==> src/rtl/mem_access_if.sv <==
// Data-bus bundle between the memory-access stage and the memory system.
// Single outstanding request; bus_ack_i is a one-cycle completion strobe.
interface mem_access_if;
    logic        bus_req_o;
    logic        bus_we_o;
    logic [31:0] bus_addr_o;
    logic [3:0]  bus_sel_o;
    logic [31:0] bus_wdata_o;
    logic        bus_ack_i;
    logic [31:0] bus_rdata_i;

    modport master (
        output bus_req_o, bus_we_o, bus_addr_o, bus_sel_o, bus_wdata_o,
        input  bus_ack_i, bus_rdata_i
    );

    modport slave (
        input  bus_req_o, bus_we_o, bus_addr_o, bus_sel_o, bus_wdata_o,
        output bus_ack_i, bus_rdata_i
    );
endinterface

==> src/rtl/mem_access.sv <==
// MartianMIPS memory-access stage: passes non-memory records through in one cycle,
// runs loads/stores over a req/ack bus with alignment checking and a wait timeout.
//
// state  | meaning
// IDLE   | ready for a record; NONE and misaligned records complete in one cycle
// BUS    | bus request outstanding, waiting for ack or timeout; upstream stalled
module mem_access #(
    parameter int unsigned TIMEOUT = 255
) (
    input  logic        clk,
    input  logic        rst,
    input  logic        ex_valid_i,
    output logic        ready_o,
    input  logic [3:0]  memop_i,
    input  logic        we_i,
    input  logic [4:0]  waddr_i,
    input  logic [31:0] result_i,
    input  logic [31:0] store_data_i,
    mem_access_if.master bus,
    output logic        wb_valid_o,
    output logic        wb_we_o,
    output logic [4:0]  wb_waddr_o,
    output logic [31:0] wb_wdata_o,
    output logic        align_err_o,
    output logic        bus_err_o
);

    localparam logic [3:0] OP_LB = 4'd1, OP_LBU = 4'd2, OP_LH = 4'd3, OP_LHU = 4'd4,
                           OP_LW = 4'd5, OP_SB = 4'd6, OP_SH = 4'd7, OP_SW = 4'd8;
    localparam logic [7:0] LAST_CNT = 8'(TIMEOUT - 1);

    typedef enum logic {S_IDLE, S_BUS} state_t;

    state_t      r_state, w_state_nxt;
    logic [7:0]  r_cnt;
    logic [3:0]  r_op;
    logic        r_we;
    logic [4:0]  r_waddr;
    logic [31:0] r_addr;
    logic        r_bus_req, r_bus_we;
    logic [31:0] r_bus_addr, r_bus_wdata;
    logic [3:0]  r_bus_sel;
    logic        r_wb_valid, r_wb_we, r_align_err, r_bus_err;
    logic [4:0]  r_wb_waddr;
    logic [31:0] r_wb_wdata;

    logic        w_accept, w_is_load, w_is_store, w_is_mem, w_is_byte, w_is_half, w_is_word;
    logic        w_misaligned, w_pass, w_start, w_ack_done, w_timeout;
    logic [3:0]  w_sel;
    logic [31:0] w_wdata, w_load_data;
    logic [7:0]  w_rbyte;
    logic [15:0] w_rhalf;

    assign ready_o  = !rst && (r_state == S_IDLE);
    assign w_accept = ex_valid_i && ready_o;

    assign w_is_load  = memop_i inside {OP_LB, OP_LBU, OP_LH, OP_LHU, OP_LW};
    assign w_is_store = memop_i inside {OP_SB, OP_SH, OP_SW};
    assign w_is_mem   = w_is_load || w_is_store;
    assign w_is_byte  = memop_i inside {OP_LB, OP_LBU, OP_SB};
    assign w_is_half  = memop_i inside {OP_LH, OP_LHU, OP_SH};
    assign w_is_word  = memop_i inside {OP_LW, OP_SW};
    assign w_misaligned = (w_is_half && result_i[0]) || (w_is_word && (result_i[1:0] != 2'b00));

    always_comb begin
        w_sel   = 4'b1111;
        w_wdata = 32'd0;
        if (w_is_byte) begin
            w_sel = 4'b0001 << result_i[1:0];
        end else if (w_is_half) begin
            w_sel = result_i[1] ? 4'b1100 : 4'b0011;
        end
        if (w_is_store) begin
            if (w_is_byte)      w_wdata = {4{store_data_i[7:0]}};
            else if (w_is_half) w_wdata = {2{store_data_i[15:0]}};
            else                w_wdata = store_data_i;
        end
    end

    // Lane extraction uses the latched address; rdata is only meaningful during ack.
    always_comb begin
        w_rbyte     = bus.bus_rdata_i[8*r_addr[1:0] +: 8];
        w_rhalf     = r_addr[1] ? bus.bus_rdata_i[31:16] : bus.bus_rdata_i[15:0];
        w_load_data = 32'd0;
        case (r_op)
            OP_LB:   w_load_data = {{24{w_rbyte[7]}}, w_rbyte};
            OP_LBU:  w_load_data = {24'd0, w_rbyte};
            OP_LH:   w_load_data = {{16{w_rhalf[15]}}, w_rhalf};
            OP_LHU:  w_load_data = {16'd0, w_rhalf};
            OP_LW:   w_load_data = bus.bus_rdata_i;
            default: w_load_data = 32'd0;
        endcase
    end

    always_ff @(posedge clk) begin
        if (rst) r_state <= S_IDLE;
        else     r_state <= w_state_nxt;
    end

    always_comb begin
        w_state_nxt = r_state;
        w_pass      = 1'b0;
        w_start     = 1'b0;
        w_ack_done  = 1'b0;
        w_timeout   = 1'b0;
        case (r_state)
            S_IDLE: begin
                if (w_accept) begin
                    if (w_is_mem && !w_misaligned) begin
                        w_start     = 1'b1;
                        w_state_nxt = S_BUS;
                    end else begin
                        w_pass = 1'b1;
                    end
                end
            end
            S_BUS: begin
                if (bus.bus_ack_i) begin
                    w_ack_done  = 1'b1;
                    w_state_nxt = S_IDLE;
                end else if (r_cnt == LAST_CNT) begin
                    w_timeout   = 1'b1;
                    w_state_nxt = S_IDLE;
                end
            end
            default: w_state_nxt = S_IDLE;
        endcase
    end

    always_ff @(posedge clk) begin
        if (rst) begin
            r_cnt <= 8'd0;  r_op <= 4'd0;  r_we <= 1'b0;  r_waddr <= 5'd0;  r_addr <= 32'd0;
            r_bus_req <= 1'b0;  r_bus_we <= 1'b0;  r_bus_addr <= 32'd0;
            r_bus_sel <= 4'd0;  r_bus_wdata <= 32'd0;
            r_wb_valid <= 1'b0;  r_wb_we <= 1'b0;  r_wb_waddr <= 5'd0;  r_wb_wdata <= 32'd0;
            r_align_err <= 1'b0;  r_bus_err <= 1'b0;
        end else begin
            r_wb_valid  <= w_pass || w_ack_done || w_timeout;
            r_wb_we     <= 1'b0;
            r_wb_waddr  <= 5'd0;
            r_wb_wdata  <= 32'd0;
            r_align_err <= 1'b0;
            r_bus_err   <= 1'b0;
            if (w_pass) begin
                // A memop reaching the pass path can only be a misaligned one.
                r_wb_we     <= we_i && !w_is_mem;
                r_wb_waddr  <= waddr_i;
                r_wb_wdata  <= result_i;
                r_align_err <= w_is_mem;
            end
            if (w_start) begin
                r_op        <= memop_i;
                r_we        <= we_i;
                r_waddr     <= waddr_i;
                r_addr      <= result_i;
                r_cnt       <= 8'd0;
                r_bus_req   <= 1'b1;
                r_bus_we    <= w_is_store;
                r_bus_addr  <= {result_i[31:2], 2'b00};
                r_bus_sel   <= w_sel;
                r_bus_wdata <= w_wdata;
            end
            if (w_ack_done || w_timeout) begin
                r_bus_req   <= 1'b0;
                r_bus_we    <= 1'b0;
                r_bus_addr  <= 32'd0;
                r_bus_sel   <= 4'd0;
                r_bus_wdata <= 32'd0;
                r_wb_waddr  <= r_waddr;
            end
            if (w_ack_done) begin
                r_wb_we    <= r_we && (r_op inside {OP_LB, OP_LBU, OP_LH, OP_LHU, OP_LW});
                r_wb_wdata <= w_load_data;
            end
            if (w_timeout) begin
                r_bus_err  <= 1'b1;
                r_wb_wdata <= r_addr;
            end
            if ((r_state == S_BUS) && !w_ack_done && !w_timeout) r_cnt <= r_cnt + 8'd1;
        end
    end

    assign bus.bus_req_o   = r_bus_req;
    assign bus.bus_we_o    = r_bus_we;
    assign bus.bus_addr_o  = r_bus_addr;
    assign bus.bus_sel_o   = r_bus_sel;
    assign bus.bus_wdata_o = r_bus_wdata;

    assign wb_valid_o  = r_wb_valid;
    assign wb_we_o     = r_wb_we;
    assign wb_waddr_o  = r_wb_waddr;
    assign wb_wdata_o  = r_wb_wdata;
    assign align_err_o = r_align_err;
    assign bus_err_o   = r_bus_err;

endmodule
==> src/flat_wrapper.sv <==
// flat-port wrapper written by rule: the top's interface ports become plain ports
module mem_access_flat 
#(
    parameter int unsigned TIMEOUT = 255
)
  (clk, rst, ex_valid_i, ready_o, memop_i, we_i, waddr_i, result_i, store_data_i, wb_valid_o, wb_we_o, wb_waddr_o, wb_wdata_o, align_err_o, bus_err_o, bus_bus_req_o, bus_bus_we_o, bus_bus_addr_o, bus_bus_sel_o, bus_bus_wdata_o, bus_bus_ack_i, bus_bus_rdata_i);
  mem_access_if bus_i ();
  input  logic clk;
  input  logic rst;
  input  logic ex_valid_i;
  output logic ready_o;
  input  logic [3:0] memop_i;
  input  logic we_i;
  input  logic [4:0] waddr_i;
  input  logic [31:0] result_i;
  input  logic [31:0] store_data_i;
  output logic wb_valid_o;
  output logic wb_we_o;
  output logic [4:0] wb_waddr_o;
  output logic [31:0] wb_wdata_o;
  output logic align_err_o;
  output logic bus_err_o;
  output wire logic [$bits(bus_i.bus_req_o)-1:0] bus_bus_req_o;
  output wire logic [$bits(bus_i.bus_we_o)-1:0] bus_bus_we_o;
  output wire logic [$bits(bus_i.bus_addr_o)-1:0] bus_bus_addr_o;
  output wire logic [$bits(bus_i.bus_sel_o)-1:0] bus_bus_sel_o;
  output wire logic [$bits(bus_i.bus_wdata_o)-1:0] bus_bus_wdata_o;
  input wire logic [$bits(bus_i.bus_ack_i)-1:0] bus_bus_ack_i;
  input wire logic [$bits(bus_i.bus_rdata_i)-1:0] bus_bus_rdata_i;
  assign bus_bus_req_o = bus_i.bus_req_o;
  assign bus_bus_we_o = bus_i.bus_we_o;
  assign bus_bus_addr_o = bus_i.bus_addr_o;
  assign bus_bus_sel_o = bus_i.bus_sel_o;
  assign bus_bus_wdata_o = bus_i.bus_wdata_o;
  assign bus_i.bus_ack_i = bus_bus_ack_i;
  assign bus_i.bus_rdata_i = bus_bus_rdata_i;
  mem_access #(.TIMEOUT(TIMEOUT)) u_core (.clk(clk), .rst(rst), .ex_valid_i(ex_valid_i), .ready_o(ready_o), .memop_i(memop_i), .we_i(we_i), .waddr_i(waddr_i), .result_i(result_i), .store_data_i(store_data_i), .bus(bus_i), .wb_valid_o(wb_valid_o), .wb_we_o(wb_we_o), .wb_waddr_o(wb_waddr_o), .wb_wdata_o(wb_wdata_o), .align_err_o(align_err_o), .bus_err_o(bus_err_o));
endmodule
==> config.mk <==
export PLATFORM = sky130hd
export DESIGN_NAME = mem_access_flat
export DESIGN_NICKNAME = d
export VERILOG_FILES = /design/src/rtl/mem_access_if.sv /design/src/rtl/mem_access.sv /design/src/flat_wrapper.sv
export SDC_FILE = /design/constraint.sdc
export NUM_CORES = 1
export LEC_CHECK = 0
export CAP_MARGIN = 5
export CORE_MARGIN = 5
export CORE_UTILIZATION = 46
export CTS_CLUSTER_DIAMETER = 120
export DETAILED_ROUTE_END_ITERATION = 12
export GPL_ROUTABILITY_DRIVEN = 0
export MAX_ROUTING_LAYER = met4
export PLACE_DENSITY = 0.82
export REMOVE_ABC_BUFFERS = 1
export SKIP_CTS_REPAIR_TIMING = 1
export SYNTH_ARGS = -nofsm -noshare
export SYNTH_HDL_FRONTEND = slang
export SYNTH_SLANG_ARGS = --single-unit
==> constraint.sdc <==
create_clock -name clk -period 2.3 [get_ports clk]
set_input_delay 0.23 -clock clk [delete_from_list [all_inputs] [get_ports clk]]
set_output_delay 0.23 -clock clk [all_outputs]
set_load 0.01 [all_outputs]
# Word level (Yosys, flattened, before mapping)
# Cells that the tools add are included.
# totals
ff_bits	160
mem_bits_rw	0
rom_bits	0
n_memories	0
word_cells	97
latchBits	0
# op_classes
reduce_logical	29
n_bitwise	2
n_mux	32
magnitude_cmp	0
addsub	1
n_eq_ne	14
multipliers	0
div_mod_pow	0
n_shift	2
# op_table
operator	count
32-bit 2-to-1 mux	6
32-bit one-hot mux with 5 select lines	1
32-bit by 6-bit indexed part select with 8-bit output	1
4-bit by 3-bit equality test with 1-bit output (second input constant)	6
4-bit by 2-bit equality test with 1-bit output (second input constant)	4
1-bit 2-to-1 mux	16
16-bit 2-to-1 mux	1
8-bit 2-to-1 mux	2
4-bit 2-to-1 mux	3
5-bit 2-to-1 mux	2
5-bit nonzero test	2
1-bit logical AND	9
3-bit nonzero test	3
8-bit by 1-bit adder with 8-bit output (second input constant)	1
4-bit by 1-bit equality test with 1-bit output (second input constant)	2
8-bit equality test (second input constant)	1
2-bit nonzero test	3
1-bit zero test	5
1-bit logical OR	5
4-bit equality test (second input constant)	1
2-bit OR reduction	2
1-bit by 2-bit << shifter with 4-bit output (first input constant)	1
1-bit inverter	2
1-bit one-hot mux with 2 select lines	1

# Depth between registers and ports, before layout
# depth
word_depth	12
ltp_mapped	9
mapped_depth_nobuf	7

# Worst setup path after synthesis
# Ideal clock, no wire load.
# synth_path
kind	register to register
from	register u_core.r_op[2]
to	register u_core.r_wb_wdata[8], in the netlist u_core.wb_wdata_o[8]
path_slack_ps	461
stages_incl_launch_ff	7
required_time_ps	2240
t_arrival_ps	1779
setup_time_ps	60
synth_period_minus_slack_ps	1839
path_cell_list	dfxtp_1 > clkbuf_1 > or4b_2 > o31ai_1 > nand3_1 > a31oi_1 > a221o_1
# synth_via
elab_chain_len	4
word_cells_on_any_way	8
classes_between	eq/ne (5); mux (3)
# synth_rtl
element	line	source
start: declaration	mem_access.sv:36	logic [3:0] r_op;
start signal: assignment	mem_access.sv:152	r_op <= memop_i;
4-bit by 3-bit equality test with 1-bit output (tied with other cells)	mem_access.sv:85	case (r_op)
32-bit one-hot mux with 5 select lines *	mem_access.sv:85	
32-bit 2-to-1 mux *	mem_access.sv:171	if (w_ack_done) begin
32-bit 2-to-1 mux *	mem_access.sv:175	if (w_timeout) begin
end signal: assignment	mem_access.sv:148	r_wb_wdata <= result_i;
end signal: assignment	mem_access.sv:173	r_wb_wdata <= w_load_data;
end signal: assignment	mem_access.sv:177	r_wb_wdata <= r_addr;
end: declaration	mem_access.sv:45	logic [31:0] r_wb_wdata;
# Mark *: on every way between the ends. The rest lies on a longest branch, timed or not.
# A chain may end at the register's enable or synchronous reset.

# Worst setup path after layout
# layout_path
from	register u_core.r_cnt[0]
to	register u_core.r_wb_wdata[30], in the netlist u_core.wb_wdata_o[30]
# layout_via
elab_chain_len	5
# layout_rtl
element	line	source
start: declaration	mem_access.sv:35	logic [7:0] r_cnt;
start signal: assignment	mem_access.sv:179	if ((r_state == S_BUS) && !w_ack_done && !w_timeout) r_cnt <= r_cnt + 8'd1;
8-bit equality test	mem_access.sv:121	end else if (r_cnt == LAST_CNT) begin
1-bit 2-to-1 mux	mem_access.sv:121	
1-bit 2-to-1 mux	mem_access.sv:118	if (bus.bus_ack_i) begin
1-bit 2-to-1 mux	mem_access.sv:106	case (r_state)
32-bit 2-to-1 mux	mem_access.sv:175	
# Every way passes these cells.

==> impl_metrics.env <==
export IMPL_clock_sinks=160
export IMPL_drt_pre_antenna_iters=8
export IMPL_pwr_share_comb=0.129
export IMPL_period_minus_slack_ns=2.05
export IMPL_min_to="u_core.r_cnt[6]$_SDFFE_PP0P_"
export IMPL_hold_class="in -> reg"
export IMPL_synth_most_common_cell="dfxtp_1"
export IMPL_seq_power_share=0.453
export IMPL_antenna_found_initial=0
export IMPL_clk_latency_ns=0.43
export IMPL_worstHoldStart="rst"
export IMPL_crit_type="reg -> reg"
export IMPL_grt_overflow=0
export IMPL_grtUsageMet3=0.0692
export IMPL_slew_headroom=0.523
export IMPL_pin_count=222
export IMPL_async_reset_ff_frac=0
export IMPL_port_buffers=219
export IMPL_ys_ff_latch=160
export IMPL_antenna_cells=0
export IMPL_synth_area_um2=6550
export IMPL_path_cells="inv_1, ha_1, and3_1, nand3_1, o31a_1, a311oi_1"
export IMPL_instances_no_fill=1155
export IMPL_routed_wl_um=21000
export IMPL_grt_pass1_vias=6364
export IMPL_rows=43
export IMPL_synth_area_leaders="dfxtp_1, nand2_1, a21oi_1"
export IMPL_drv_cap=0
export IMPL_fillCellCount=1080
export IMPL_num_vias=6526
export IMPL_grt_busiest_layer="met2"
export IMPL_r2r_end="u_core.wb_wdata_o[30]$_SDFF_PP0_"
export IMPL_slew_viol_final=0
export IMPL_dp_final_hpwl_um=15200
export IMPL_syn_to_final_growth_pct=48.1
export IMPL_switching_share=0.253
export IMPL_drtAntennaViolNets=0
export IMPL_rrSetupSlack_ns=0.25
export IMPL_hold_viol=0
export IMPL_finalCritPeriodShare=0.891
export IMPL_synth_ff_type="dfxtp_1"
export IMPL_crit_path_start_kind="register"
export IMPL_cp_data_arrival_time_ns=2.31
export IMPL_yosys_warnings=0
export IMPL_die_area_um2=16700
export IMPL_cts_buffers=17
export IMPL_crit_path_top_delay_cell="o31a_1"
export IMPL_path_buf_inv=1
export IMPL_netlist_instances=739
export IMPL_cts_tree="built"
export IMPL_wl_per_cell_um=18.2
export IMPL_grt_pass1_wl_um=32900
export IMPL_start_util=0.470
export IMPL_drc=0
export IMPL_rsz0062_at_grt="no"
export IMPL_reg2reg_depth=6
export IMPL_dpl_instance_area_um2=9130
export IMPL_whs_path_depth=3
export IMPL_drtIter0Drc=661
export IMPL_outcome="finished clean"
export IMPL_met1_usage=0.322
export IMPL_placed_cells=1123
export IMPL_power_switching_uw=1630
export IMPL_grtUsageTotal=0.257
export IMPL_synth_top_area_frac=0.489
export IMPL_h_tree_depth=4
export IMPL_clk_pin_slew_ns=0.07
export IMPL_yosysUniqueCellTypes=59
export IMPL_critPathCaptureType="register"
export IMPL_postLayoutCellArea_um2=9700
export IMPL_setup_viol=0
export IMPL_leakagePower_uw=0.00361
export IMPL_core_area_um2=13900
export IMPL_cts_root_buf="clkbuf_16"
export IMPL_clock_fmax_mhz=488
export IMPL_clk_path_buf_depth=2
export IMPL_multi_input_area_um2=3100
export IMPL_ir_drop_mv=0.546
export IMPL_clkPwrFrac=0.418
export IMPL_powerDensity_nw_per_um2=663
export IMPL_synth_edff_count=0
export IMPL_synth_common_cells="dfxtp_1, nand2_1, a21oi_1"
export IMPL_syn_avg_cell_area_um2=8.87
export IMPL_crit_required_ns=2.56
export IMPL_final_seq_area_um2=3200
export IMPL_drive_gt1_frac=0.108
export IMPL_intPower_uw=4800
export IMPL_grt_max_degree=53
export IMPL_die_x_um=129
export IMPL_max_stage_delay_ns=0.62
export IMPL_cp_top_family="compound AO/OA/AOI/OAI gates"
export IMPL_worst_pin_slew_ns=0.715
export IMPL_via_per_inst=5.65
export IMPL_cp_max_fo=16
export IMPL_final_nets=1074
export IMPL_yosysTopAreaCell="dfxtp_1"
export IMPL_chipHeight_um=129
export IMPL_r2r_start="u_core.r_cnt[0]$_SDFFE_PP0P_"
export IMPL_gr_usage_met2=0.395
export IMPL_yosysSeqAreaShare=0.489
export IMPL_fin_skew_ns=0.0100
==> worst reg2reg max path, stage by stage (launching register included) <==
cell,delay (ns)
dfxtp_1,0.40
inv_1,0.09
ha_1,0.24
and3_1,0.20
nand3_1,0.14
o31a_1,0.62
a311oi_1,0.21
==> registers in the layout, summed over array words and instances, names as in the netlist, 4 cells and up <==
signal,count
u_core.r_op,4
u_core.r_waddr,5
u_core.bus.bus_addr_o,30
u_core.wb_waddr_o,5
u_core.r_addr,32
u_core.bus.bus_sel_o,4
u_core.r_cnt,8
u_core.wb_wdata_o,32
u_core.bus.bus_wdata_o,32
==> worst max-delay path by stage <==
stage                                  from                                      end  slack (ns)  cells past startpoint
2_1_floorplan                    memop_i[0]  u_core.bus.bus_wdata_o[30]$_SDFFE_PP0P_       -2.42                      5
3_3_place_gp                     memop_i[0]         u_core.wb_wdata_o[28]$_SDFF_PP0_        0.05                      7
3_5_place_dp                     memop_i[0]  u_core.bus.bus_wdata_o[12]$_SDFFE_PP0P_       -0.05                      9
4_1_cts         u_core.r_op[1]$_SDFFE_PP0P_          u_core.wb_wdata_o[9]$_SDFF_PP0_        0.20                      5
5_1_grt        u_core.r_cnt[0]$_SDFFE_PP0P_         u_core.wb_wdata_o[18]$_SDFF_PP0_        0.12                      6
6_report       u_core.r_cnt[0]$_SDFFE_PP0P_         u_core.wb_wdata_o[30]$_SDFF_PP0_        0.25                      6
==> power by group through the flow <==
stage          clock network (µW)  logic [µW]  registers, µW
4_1_cts                      2720         828           2910
3_5_place_dp                    0         821           2970
3_3_place_gp                    0         813           2970
2_1_floorplan                   0         258           3000
5_1_grt                      2860         887           2920
6_report                     2690         829           2910
==> layout make-up <==
| class | count | area share |
|---|---|---|
| clock buffer | 20 | 0.0481 |
| sequential | 160 | 0.330 |
| multi-input combinational | 517 | 0.319 |
| clock inverter | 12 | 0.0103 |
| inverter | 2 | 0.000774 |
| timing repair buffer | 264 | 0.268 |
| tap | 180 | 0.0232 |
==> stage by stage <==
| step | power (µW) | hold slack, ns | utilization | TNS (ns) | worst slack [ns] |
|---|---|---|---|---|---|
| final | 6440 | 0.255 | 0.696 | 0 | 0.250 |
| after global routing | 6670 | 0.288 | 0.696 | 0 | 0.122 |
| after CTS | 6460 | 0.241 | 0.696 | 0 | 0.203 |
| after detailed placement | 3800 | 0.439 | 0.655 | -0.226 | -0.0549 |
| after global placement | 3780 | 0.432 | 0.655 | 0 | 0.0543 |
| after floorplan | 3260 | 0.299 | - | -179.56 | -2.42 |
==> cells in the final DEF (no fill, tap or decap), types with 4 or more instances in the layout <==
cell type | synthesis | final
dfxtp_1 | 160 | 160
a21oi_1 | 52 | 52
clkdlybuf4s50_1 | 0 | 218
nand2_1 | 155 | 155
buf_12 | 0 | 6
a222oi_1 | 7 | 7
o2bb2ai_1 | 23 | 23
a22o_1 | 9 | 9
nor2_1 | 32 | 32
o21ai_0 | 35 | 35
clkbuf_16 | 0 | 17
buf_4 | 5 | 39
mux2i_1 | 18 | 18
nand3_1 | 42 | 42
nor2b_1 | 7 | 7
o21a_1 | 4 | 4
o22a_1 | 7 | 7
xor2_1 | 4 | 4
nand2b_1 | 7 | 7
a221o_1 | 9 | 9
mux2_2 | 16 | 16
nor3_1 | 10 | 10
a311oi_1 | 16 | 16
inv_6 | 0 | 5
a22oi_1 | 16 | 16
==> metal layers <==
| metal | part of all wire | vias to the layer above |
|---|---|---|
| met5 | 0 | - |
| met4 | 0.033 | 0 |
| met3 | 0.088 | 49 |
| met2 | 0.47 | 336 |
| met1 | 0.41 | 3032 |
| li1 | - | 3109 |
==> kinds of logic (layout without fill, tap and decap cells) <==
logic type                 count (synthesis)  count (layout)  synth area share
AOI/OAI and AO/OA                        199             199             0.215
and+or+nand+nor                          274             274             0.186
adders and majority gates                  2               2           0.00382
muxes                                     34              34            0.0550
other                                      1               2          0.000572
xor gates and xnor gates                   6               6           0.00802
buffers and inverters                     63             298            0.0430
DFF                                      160             160             0.489
(Power assumes the default switching activity.)
